[config.mk]
export PLATFORM = sky130hd
export DESIGN_NAME = hash_table_arbiter
export DESIGN_NICKNAME = d
export VERILOG_FILES = /design/src/rtl/hash_table_pkg.sv /design/src/rtl/hash_table_arbiter_rr_arbiter.sv /design/src/rtl/hash_table_arbiter.sv
export SDC_FILE = /design/constraint.sdc
export NUM_CORES = 1
export LEC_CHECK = 0
export BUFFER_PORTS_ARGS = -buffer_cell sky130_fd_sc_hd__buf_2
export CAP_MARGIN = 20
export CORE_AREA = 2 2 160 162
export CTS_BUF_LIST = sky130_fd_sc_hd__clkbuf_16
export DETAILED_ROUTE_END_ITERATION = 6
export DIE_AREA = 0 0 162 164
export SETUP_SLACK_MARGIN = 0.1
export SYNTH_ARGS = -nofsm -noshare
export SYNTH_HDL_FRONTEND = slang
export SYNTH_SLANG_ARGS = --single-unit
[constraint.sdc]
create_clock -name clk -period 11.3 [get_ports clk]
set_clock_uncertainty 0.2 [all_clocks]
set_input_delay 0 -clock clk [delete_from_list [all_inputs] [get_ports clk]]
set_output_delay 0 -clock clk [all_outputs]
set_load 0.03 [all_outputs]
[src/rtl/hash_table_pkg.sv]
// Shared opcodes and arbiter state encoding for the hash_table front end.
package hash_table_pkg;

  localparam logic [1:0] OP_INSERT  = 2'b00;
  localparam logic [1:0] OP_DELETE  = 2'b01;
  localparam logic [1:0] OP_SEARCH  = 2'b10;
  localparam logic [1:0] OP_ILLEGAL = 2'b11;

  typedef enum logic [1:0] {
    IDLE  = 2'b00,
    ISSUE = 2'b01,
    WAIT  = 2'b10,
    RESP  = 2'b11
  } arb_state_e;

endpackage

[src/rtl/hash_table_arbiter_rr_arbiter.sv]
// Combinational round-robin picker: first set bit of req at or after ptr, wrapping.
module rr_arbiter #(
  parameter int N  = 4,
  parameter int IW = (N > 1) ? $clog2(N) : 1
) (
  input  logic [N-1:0]  req,
  input  logic [IW-1:0] ptr,
  output logic [N-1:0]  grant,
  output logic [IW-1:0] grant_id
);

  // Scan offsets from farthest to nearest so the nearest requester overwrites the rest.
  always_comb begin
    logic [IW-1:0] idx;
    grant    = '0;
    grant_id = '0;
    idx      = '0;
    for (int k = N - 1; k >= 0; k--) begin
      idx = IW'((int'(ptr) + k) % N);
      if (req[idx]) begin
        grant      = '0;
        grant[idx] = 1'b1;
        grant_id   = idx;
      end
    end
  end

endmodule

[src/rtl/hash_table_arbiter.sv]
// Shares one hash_table between NUM_REQ requesters: round-robin grant, one op in flight,
// watchdog timeout and illegal-opcode rejection.
module hash_table_arbiter
  import hash_table_pkg::*;
#(
  parameter int NUM_REQ        = 4,
  parameter int KEY_WIDTH      = 32,
  parameter int VALUE_WIDTH    = 32,
  parameter int TIMEOUT_CYCLES = 64
) (
  input  logic                           clk,
  input  logic                           rst,
  input  logic [NUM_REQ-1:0]             req_valid,
  output logic [NUM_REQ-1:0]             req_ready,
  input  logic [2*NUM_REQ-1:0]           req_op,
  input  logic [KEY_WIDTH*NUM_REQ-1:0]   req_key,
  input  logic [VALUE_WIDTH*NUM_REQ-1:0] req_value,
  output logic [NUM_REQ-1:0]             resp_valid,
  output logic [VALUE_WIDTH-1:0]         resp_value,
  output logic                           resp_error,
  output logic                           resp_timeout,
  output logic                           busy,
  output logic                           ht_op_en,
  output logic [1:0]                     ht_op_sel,
  output logic [KEY_WIDTH-1:0]           ht_key_in,
  output logic [VALUE_WIDTH-1:0]         ht_value_in,
  input  logic [VALUE_WIDTH-1:0]         ht_value_out,
  input  logic                           ht_op_done,
  input  logic                           ht_op_error
);

  localparam int IW = (NUM_REQ > 1) ? $clog2(NUM_REQ) : 1;
  localparam int CW = $clog2(TIMEOUT_CYCLES + 1);
  localparam logic [CW-1:0] CNT_LAST = CW'(TIMEOUT_CYCLES - 1);
  localparam logic [IW-1:0] ID_LAST  = IW'(NUM_REQ - 1);

  arb_state_e             state, next_state;
  logic [IW-1:0]          rr_ptr, id_q, grant_id;
  logic [NUM_REQ-1:0]     grant;
  logic [1:0]             op_q, sel_op;
  logic [KEY_WIDTH-1:0]   key_q, sel_key;
  logic [VALUE_WIDTH-1:0] value_q, sel_value;
  logic [CW-1:0]          cnt;
  logic                   handshake, timeout_hit;

  rr_arbiter #(.N(NUM_REQ), .IW(IW)) u_rr (
    .req      (req_valid),
    .ptr      (rr_ptr),
    .grant    (grant),
    .grant_id (grant_id)
  );

  assign sel_op      = req_op[2*int'(grant_id) +: 2];
  assign sel_key     = req_key[KEY_WIDTH*int'(grant_id) +: KEY_WIDTH];
  assign sel_value   = req_value[VALUE_WIDTH*int'(grant_id) +: VALUE_WIDTH];
  assign req_ready   = (state == IDLE) ? grant : '0;
  assign handshake   = |(req_valid & req_ready);
  assign timeout_hit = (cnt == CNT_LAST);

  assign busy        = (state != IDLE);
  assign ht_op_en    = (state == ISSUE);
  assign ht_op_sel   = op_q;
  assign ht_key_in   = key_q;
  assign ht_value_in = value_q;
  assign resp_valid  = (state == RESP) ? (NUM_REQ'(1) << id_q) : '0;

  always_comb begin
    next_state = state;
    case (state)
      IDLE:    if (handshake) next_state = (sel_op == OP_ILLEGAL) ? RESP : ISSUE;
      ISSUE:   next_state = WAIT;
      // A completion in the expiring cycle still counts as a normal completion.
      WAIT:    if (ht_op_done || timeout_hit) next_state = RESP;
      RESP:    next_state = IDLE;
      default: next_state = IDLE;
    endcase
  end

  always_ff @(posedge clk) begin
    if (!rst) begin
      state        <= IDLE;
      rr_ptr       <= '0;
      id_q         <= '0;
      op_q         <= '0;
      key_q        <= '0;
      value_q      <= '0;
      cnt          <= '0;
      resp_value   <= '0;
      resp_error   <= 1'b0;
      resp_timeout <= 1'b0;
    end else begin
      state <= next_state;
      case (state)
        IDLE: begin
          if (handshake) begin
            id_q    <= grant_id;
            op_q    <= sel_op;
            key_q   <= sel_key;
            value_q <= sel_value;
            rr_ptr  <= (grant_id == ID_LAST) ? '0 : grant_id + IW'(1);
            if (sel_op == OP_ILLEGAL) begin
              resp_value   <= '0;
              resp_error   <= 1'b1;
              resp_timeout <= 1'b0;
            end
          end
        end
        ISSUE: cnt <= '0;
        WAIT: begin
          if (ht_op_done) begin
            resp_value   <= ht_value_out;
            resp_error   <= ht_op_error;
            resp_timeout <= 1'b0;
          end else if (timeout_hit) begin
            resp_value   <= '0;
            resp_error   <= 1'b1;
            resp_timeout <= 1'b1;
          end else begin
            cnt <= cnt + CW'(1);
          end
        end
        default: ;
      endcase
    end
  end

endmodule

; ---- Word level (Yosys, flattened, before mapping)
; Index checks and enable logic that the tools add are counted.
[word_totals]
reg_bits = 113
latchBits = 0
ram_bits = 0
romBits = 0
out_inout_bits = 110
word_cells = 102
n_memories = 0
[op_classes]
n_addsub = 5
mul = 0
n_div = 0
magnitude_cmp = 8
n_eq_ne = 12
shift = 4
muxes = 48
bitwise_logic = 1
reduce_logical = 14
[ops]
columns = op, count
row1 = variable part select 128 x 8 -> 32 bit, 2
row2 = 2-to-1 mux 32 bit, 4
row3 = case mux 32 bit (2 select lines), 1
row4 = 2-to-1 mux 4 bit, 6
row5 = 2-to-1 mux 2 bit, 8
row6 = 2-to-1 mux 1 bit, 15
row7 = 2-to-1 mux 7 bit, 2
row8 = case mux 7 bit (2 select lines), 1
row9 = "< comparator 2 x 3 -> 1 bit, second input constant", 4
row10 = binary-select mux 1 bit (select 2 bit), 4
row11 = demux 1 bit (select 2 bit), 4
row12 = "== test 2 bit, second input constant", 4
row13 = "greater-or-equal comparator 2 x 1 -> 1 bit, second input constant", 4
row14 = "inequality test 2 bit, second input constant", 4
row15 = case mux 2 bit (4 select lines), 1
row16 = variable part select 8 x 4 -> 2 bit, 1
row17 = "adder 7 x 1 -> 7 bit, second input constant", 1
row18 = "== test 7 x 6 -> 1 bit, second input constant", 1
row19 = nonzero test 2 bit, 3
row20 = "adder 2 x 1 -> 2 bit, second input constant", 2
row21 = "adder 2 bit, second input constant", 2
row22 = bitwise AND 4 bit, 1
row23 = logical AND 1 bit, 4
row24 = case mux 1 bit (2 select lines), 2
row25 = 10 further kinds, 11

; ---- Logic depth before layout (Yosys ltp)
[logic_depth]
ltp_word = 14
mapped_depth = 14

; ---- By module
; From an unflattened synthesis, not the netlist that was laid out.
[hier_totals]
hier_cells = 682
area_unflattened_um2 = 6438.7
[modules_own_cells]
columns = module, n_inst, cells_each, area_per_inst_um2, seq_area_each_um2
row1 = hash_table_arbiter, 1, 616, 5947.0, 2262.2
row2 = rr_arbiter, 1, 66, 491.7, 0.0

; ---- Worst setup path before layout
; OpenSTA, ideal clock, no wires.
[synth_timing]
path_kind = reg2reg
startpoint = reg rr_ptr[0]
endpoint = reg resp_value[10]
setup_time_ns = 0.134
arrival_time_ns = 3.651
required_ns = 10.966
slack_ns = 7.315
stages_incl_launch_ff = 13
cell_sequence = dfxtp_1 > buf_2 > inv_1 > ha_1 > clkbuf_1 > mux4_2 > nor2b_1 > o21ai_2 > and4_1 > a211o_1 > a222oi_1 > buf_2 > o22ai_1
[synth_between]
elab_chain_len = 14
word_cells_on_any_way = 47
classes_between = add/sub: 3 / order compare: 8 / eq/ne: 3 / shift: 1 / mux: 25 / bitwise: 1 / reduce/logical: 6
[synth_lines]
columns = element, line
row1 = start: declaration, hash_table_arbiter.sv:38  ; logic [IW-1:0] rr_ptr, id_q, grant_id;
row2 = start signal: assignment, hash_table_arbiter.sv:100  ; rr_ptr <= (grant_id == ID_LAST) ? '0 : grant_id + IW'(1);
row3 = adder 2 bit, hash_table_arbiter_rr_arbiter.sv:19  ; idx = IW'((int'(ptr) + k) % N);
row4 = < comparator 2 x 3 -> 1 bit (not written as such) or greater-or-equal comparator 2 x 1 -> 1 bit (tied branches), hash_table_arbiter_rr_arbiter.sv:22  ; grant[idx] = 1'b1;
row5 = logical AND 1 bit (not written as such), hash_table_arbiter_rr_arbiter.sv:22
row6 = 2-to-1 mux 1 bit (not written as such), hash_table_arbiter_rr_arbiter.sv:22
row7 = demux 1 bit (select 2 bit), --
row8 = 2-to-1 mux 4 bit (4 in a row), hash_table_arbiter_rr_arbiter.sv:20  ; if (req[idx]) begin
row9 = 2-to-1 mux 4 bit, hash_table_arbiter.sv:56  ; assign req_ready = (state == IDLE) ? grant : '0;
row10 = bitwise AND 4 bit, hash_table_arbiter.sv:57  ; assign handshake = |(req_valid & req_ready);
row11 = OR reduction 4 bit, hash_table_arbiter.sv:57
row12 = inequality test 2 bit (no source line), --
row13 = AND reduction 4 bit (no source line) *, --
row14 = end signal: assignment, hash_table_arbiter.sv:111  ; resp_value <= ht_value_out;
row15 = end: declaration, hash_table_arbiter.sv:19  ; output logic [VALUE_WIDTH-1:0] resp_value,
; Every way passes the cells marked *; elsewhere a longest branch is shown, timed or not. The select of a mux whose other input is x is not followed.
; A chain may end at the register's enable or synchronous reset.

; ---- Final worst setup path
[layout_timing]
startpoint = reg rr_ptr[0]
endpoint = reg value_q[22], in the netlist ht_value_in[22]
[layout_between]
elab_chain_len = 13
word_cells_on_any_way = 44
classes_between = add/sub: 3 / order compare: 8 / shift: 1 / mux: 25 / bitwise: 1 / reduce/logical: 6
[layout_lines]
columns = element, line
row1 = adder 2 bit, hash_table_arbiter_rr_arbiter.sv:19
row2 = < comparator 2 x 3 -> 1 bit (not written as such) or greater-or-equal comparator 2 x 1 -> 1 bit (tied branches), hash_table_arbiter_rr_arbiter.sv:22
row3 = logical AND 1 bit (not written as such), hash_table_arbiter_rr_arbiter.sv:22
row4 = 2-to-1 mux 1 bit (not written as such), hash_table_arbiter_rr_arbiter.sv:22
row5 = demux 1 bit (select 2 bit), --
row6 = 2-to-1 mux 4 bit (4 in a row), hash_table_arbiter_rr_arbiter.sv:20
row7 = 2-to-1 mux 4 bit, hash_table_arbiter.sv:56
row8 = bitwise AND 4 bit, hash_table_arbiter.sv:57
row9 = OR reduction 4 bit, hash_table_arbiter.sv:57
row10 = AND reduction 2 bit (no source line), --
row11 = end signal: assignment, hash_table_arbiter.sv:99  ; value_q <= sel_value;
row12 = end: declaration, hash_table_arbiter.sv:42  ; logic [VALUE_WIDTH-1:0] value_q, sel_value;
; Parallel ways exist; a longest one is shown, timed or not. The select of a mux whose other input is x is not followed.

==> results.md <==
Global route:
- The pin count of the biggest net entering global routing is 94.
- In the global route stage, met2 resource usage came out at 0.385.
- The total routing resource utilization after global routing is 0.223.
- After global routing the overflow that remains totals 0.
- met2 is the most crowded layer.
- The via count of the first global-routing pass is 9238.
- For met1 alone, demand over resource in global routing was 0.256.
- The initial antenna violation count came to 8.
- The global-route wire length before repair is 47400 microns.
- The routing usage on met3 is 0.0604.

Setup path:
- The largest individual stage delay along the critical path comes from the cell buf_4.
- The peak fanout along the critical path is 93.
- Among the stages of the critical path, the cell type that occurs most often is buf_4.
- The reg-to-reg setup timing slack is 5.29 ns.
- The largest single stage delay on the critical path is 0.82 ns.
- Together, buffers and inverters on the worst path number 4.
- The startpoint type of the worst setup path is a register.
- STA classifies the critical path endpoint as a register.
- The end of the worst register-to-register path is ht_value_in[22]$_SDFFE_PN0P_.
- The critical path goes through inv_1, ha_1, mux4_2, nor2b_1, o21ai_4, buf_4, nand2_4, buf_4, a211oi_1, a311o_1, dlygate4sd3_1, a21oi_1.
- Counting cells, the worst reg-to-reg path comes to 12.
- The type of the worst setup path is reg -> reg.
- The origin of the critical flop-to-flop path is rr_ptr[0]$_SDFFE_PN0P_.
- The required time at the endpoint of the critical path is 11.44 ns.
- The family of cells with the greatest summed delay on the critical path is buffers and inverters.
- The data arrival time of the worst path is 6.15 ns.

STA:
- Setup repair after global routing left no endpoint under its margin.
- Summed over all failing endpoints, the final setup total negative slack is 0 ns.
- The worst pin sits at a relative slew slack of 0.352.
- The max-slew violation count came to 0.
- The final count of negative-setup-slack endpoints is 0.
- The worst-margin pin slew is 0.971 ns.
- The highest achievable clock rate is 0.166 GHz.
- The post-layout minimum cycle time is 6.01 ns.
- The count of final hold-check violations is 0.
- After layout, the worst setup slack is 5.29 ns.
- The part of the cycle the worst path needs is 0.532.

Place:
- The number of buffers added on ports is 413.
- Summed over all nets, the half-perimeter wirelength after detailed placement is 20200 microns.
- Counting tap cells, the placed design contains a total of 1581 instances.
- The instance area after placement is 9130 sq um.
- Timing analysis after detailed placement gives a worst setup slack of 5.91 ns.
- Routability-driven placement finished with a final weighted congestion of 0.893.

Layout:
- After filler insertion, the fill cell instance count of the layout stands at 2529.
- Summing all non-filler instances in the final layout gives an area of 11400 sq um.
- The area of the multi-input gates is 4130 sq um.
- The final net count is 1758.
- Across the whole layout, storage elements account for 2260 sq um.
- Relative to the synthesized area, the layout overhead comes to 65.4%.
- Of the cells placed in the final design, the portion with a size suffix greater than 1 is 0.322.
- The final cell count without fillers is 1793.

Floorplanning:
- The I/O pin total is 414.
- The floorplan step defined a die boundary enclosing 26600 sq um.
- The initial cell density of the core is 0.278.
- The die is 164 microns tall.
- In this run the standard cell core region covers 24800 sq um.
- The die extent in x is 162 microns.
- The number of standard-cell rows in the floorplan is 58.

Yosys:
- For this run, asynchronously set or reset flops after synthesis account for 0.
- The proportion of synthesized chip area in sequential cells is 0.328.
- The number of synthesized register bits is 113.
- The total nets after synthesis is 1238.
- After synthesis, the netlist uses 53 different library cells.
- Summing every instance area after synthesis gives 6890 sq um.
- The count of synthesis-stage warnings from yosys is 0.
- Each instance of the synthesized netlist takes up on average 7.49 sq um.
- In the synthesized netlist the dominant register cell turns out to be dfxtp_1.
- Yosys mapped a number of flops with a built-in enable equal to 0.
- The cell count after synthesis came out at 920.

Clock network:
- The number of H-tree branching levels is 4.
- In this run the clock root is driven by a clkbuf_16.
- The later pin in the worst-skew pair is clocked with a latency of 0.42 ns.
- The total CTS buffers is 17.
- Counting every sink on the clock net gives 113.
- After clock tree synthesis, the clock-pin slew on the worst setup and hold paths is 0.06 ns.
- The maximum number of buffers from clock root to sink is 2.
- TritonCTS built the clock tree.
- The post-CTS repair timing setup buffer count is 0.

Pwr:
- The worst-case IR drop observed on VDD is 162 uV.
- The analysis attributes to cell leakage a power of 5.09 nW.
- Power spread over the standard cell area amounts to 299 nW/um^2.
- Summing internal, switching and leakage power gives 3.41 mW.

Route:
- The routed layout has 9310 vias.
- In the routed design, unresolved DRC markers number 0.
- The average detailed-routed wire length per instance is 17.3 microns.
- For this block, the routed nets add up to 31000 microns of wire.
- The first-pass detailed-route iteration total is 5.
- The first routing iteration left 729 violations.
- Dividing the detail-routed via count by the number of cells gives 5.19.
- Once detail routing completed, the nets flagged for antenna violations numbered 0.

Outcome:
- The run finished with clean final reports.

Worst hold path:
- The instance count along the most critical hold path is 4.
- The worst min-delay path class is in -> reg.
- The origin of the worst min-delay path is ht_value_out[4].
- For hold timing, the worst endpoint is resp_value[4]$_SDFFE_PN0P_.

Job:
- Across the run, the number of max-cap violations was 0.
kinds of logic (layout without fill, tap and decap cells):
| family | after synthesis | after routing | share of synthesized area |
|---|---|---|---|
| AO/OA/AOI/OAI | 290 | 290 | 0.309 |
| XOR/XNOR | 3 | 3 | 0.00381 |
| adder cells (fa/ha/maj) | 14 | 14 | 0.0254 |
| buffers and inverters | 140 | 673 | 0.0781 |
| flip-flops | 113 | 113 | 0.328 |
| multiplexers | 11 | 11 | 0.0220 |
| other | 0 | 10 | 0 |
| AND/OR/NAND/NOR | 349 | 349 | 0.234 |
cell usage after synthesis, types with 6 or more instances:
cell | number | area, sq um
a311o_1 | 66 | 661
nand2_1 | 211 | 792
clkbuf_1 | 70 | 263
o21ai_0 | 6 | 30.0
and3_1 | 67 | 419
inv_1 | 46 | 173
a21oi_1 | 78 | 390
nand3_1 | 35 | 175
nor2_1 | 9 | 33.8
buf_2 | 10 | 50.1
a211oi_1 | 70 | 526
dfxtp_1 | 113 | 2260
ha_1 | 14 | 175
buf_1 | 13 | 48.8
o22ai_1 | 35 | 219
metal layers:
layer / share of wire / vias to the layer above
li1: - / 4424
met1: 0.40 / 4372
met2: 0.49 / 423
met3: 0.073 / 89
met4: 0.036 / 2
met5: 0.00052 / -
worst reg2reg max path, delay by kind of cell, from the launching register on:
| kind | cells | cell delay (ns) |
|---|---|---|
| flops | 1 | 0.80 |
| compound gates | 4 | 0.87 |
| simple gates | 2 | 0.93 |
| mux | 1 | 0.43 |
| fa+ha+maj | 1 | 0.57 |
| buf+inv | 4 | 2.13 |
where the power goes:
group / switching, mW / internal, mW / total, mW
clock network: 0.212 / 0.281 / 0.493
registers: 0.0829 / 0.548 / 0.630
logic: 1.39 / 0.903 / 2.29
how the worst max path moves through the flow:
stage / startpoint / end / cells past startpoint
floorplan: rr_ptr[0]$_SDFFE_PN0P_ / resp_value[10]$_SDFFE_PN0P_ / 12
global placement: rr_ptr[0]$_SDFFE_PN0P_ / ht_key_in[8]$_SDFFE_PN0P_ / 11
detailed placement: rr_ptr[0]$_SDFFE_PN0P_ / ht_key_in[8]$_SDFFE_PN0P_ / 11
CTS: rr_ptr[0]$_SDFFE_PN0P_ / ht_key_in[8]$_SDFFE_PN0P_ / 12
global route: rr_ptr[0]$_SDFFE_PN0P_ / ht_key_in[28]$_SDFFE_PN0P_ / 12
finish: rr_ptr[0]$_SDFFE_PN0P_ / ht_value_in[22]$_SDFFE_PN0P_ / 12
what timing repair did:
item | in CTS | in global routing
endpoints found under the hold margin | 106 | 0
resized for setup | 0 | 0
hold buffers | 169 | 0
final cells by class:
type | instances | share of cell area
flip-flops and latches | 113 | 0.198
repair buffers | 594 | 0.338
inverters | 47 | 0.0155
clock buffers | 17 | 0.0373
well taps | 330 | 0.0362
multi-input cells | 667 | 0.362
diodes | 10 | 0.00219
clock inverters | 15 | 0.00966
cells in the final DEF (no fill, tap or decap), drive strengths merged, types with 3 or more instances in the layout:
| cell | count |
|---|---|
| mux4 | 3 |
| o21ai | 7 |
| o211ai | 5 |
| clkinvlp | 3 |
| o22ai | 35 |
| ha | 14 |
| clkinv | 7 |
| diode | 10 |
| nand3b | 4 |
| o211a | 4 |
| nor3 | 5 |
| dlygate4sd3 | 169 |
| a221oi | 3 |
| a21oi | 78 |
| buf | 425 |
| nand2 | 211 |
| mux2i | 5 |
| dfxtp | 113 |
| and2 | 3 |
| inv | 52 |
| clkbuf | 17 |
| mux2 | 3 |
| and3 | 67 |
| a21o | 3 |
| a211oi | 70 |
| nor2 | 9 |
| nand3 | 35 |
| a311o | 66 |
stage by stage:
step / hold slack [ns] / utilization
finish: 0.194 / 0.459
global route: 0.195 / 0.459
CTS: 0.169 / 0.458
detailed placement: 0.0740 / 0.368
global placement: 0.0683 / 0.368
floorplan: -0.0383 / -
state kept, by name, summed over array words and instances (netlist names):
signal and flops:
ht_key_in 32, ht_value_in 32, resp_value 32, cnt 7
ht_op_sel 2, id_q 2, rr_ptr 2, state 2
resp_error 1, resp_timeout 1
Note: power is estimated with default switching activity, not from simulation.
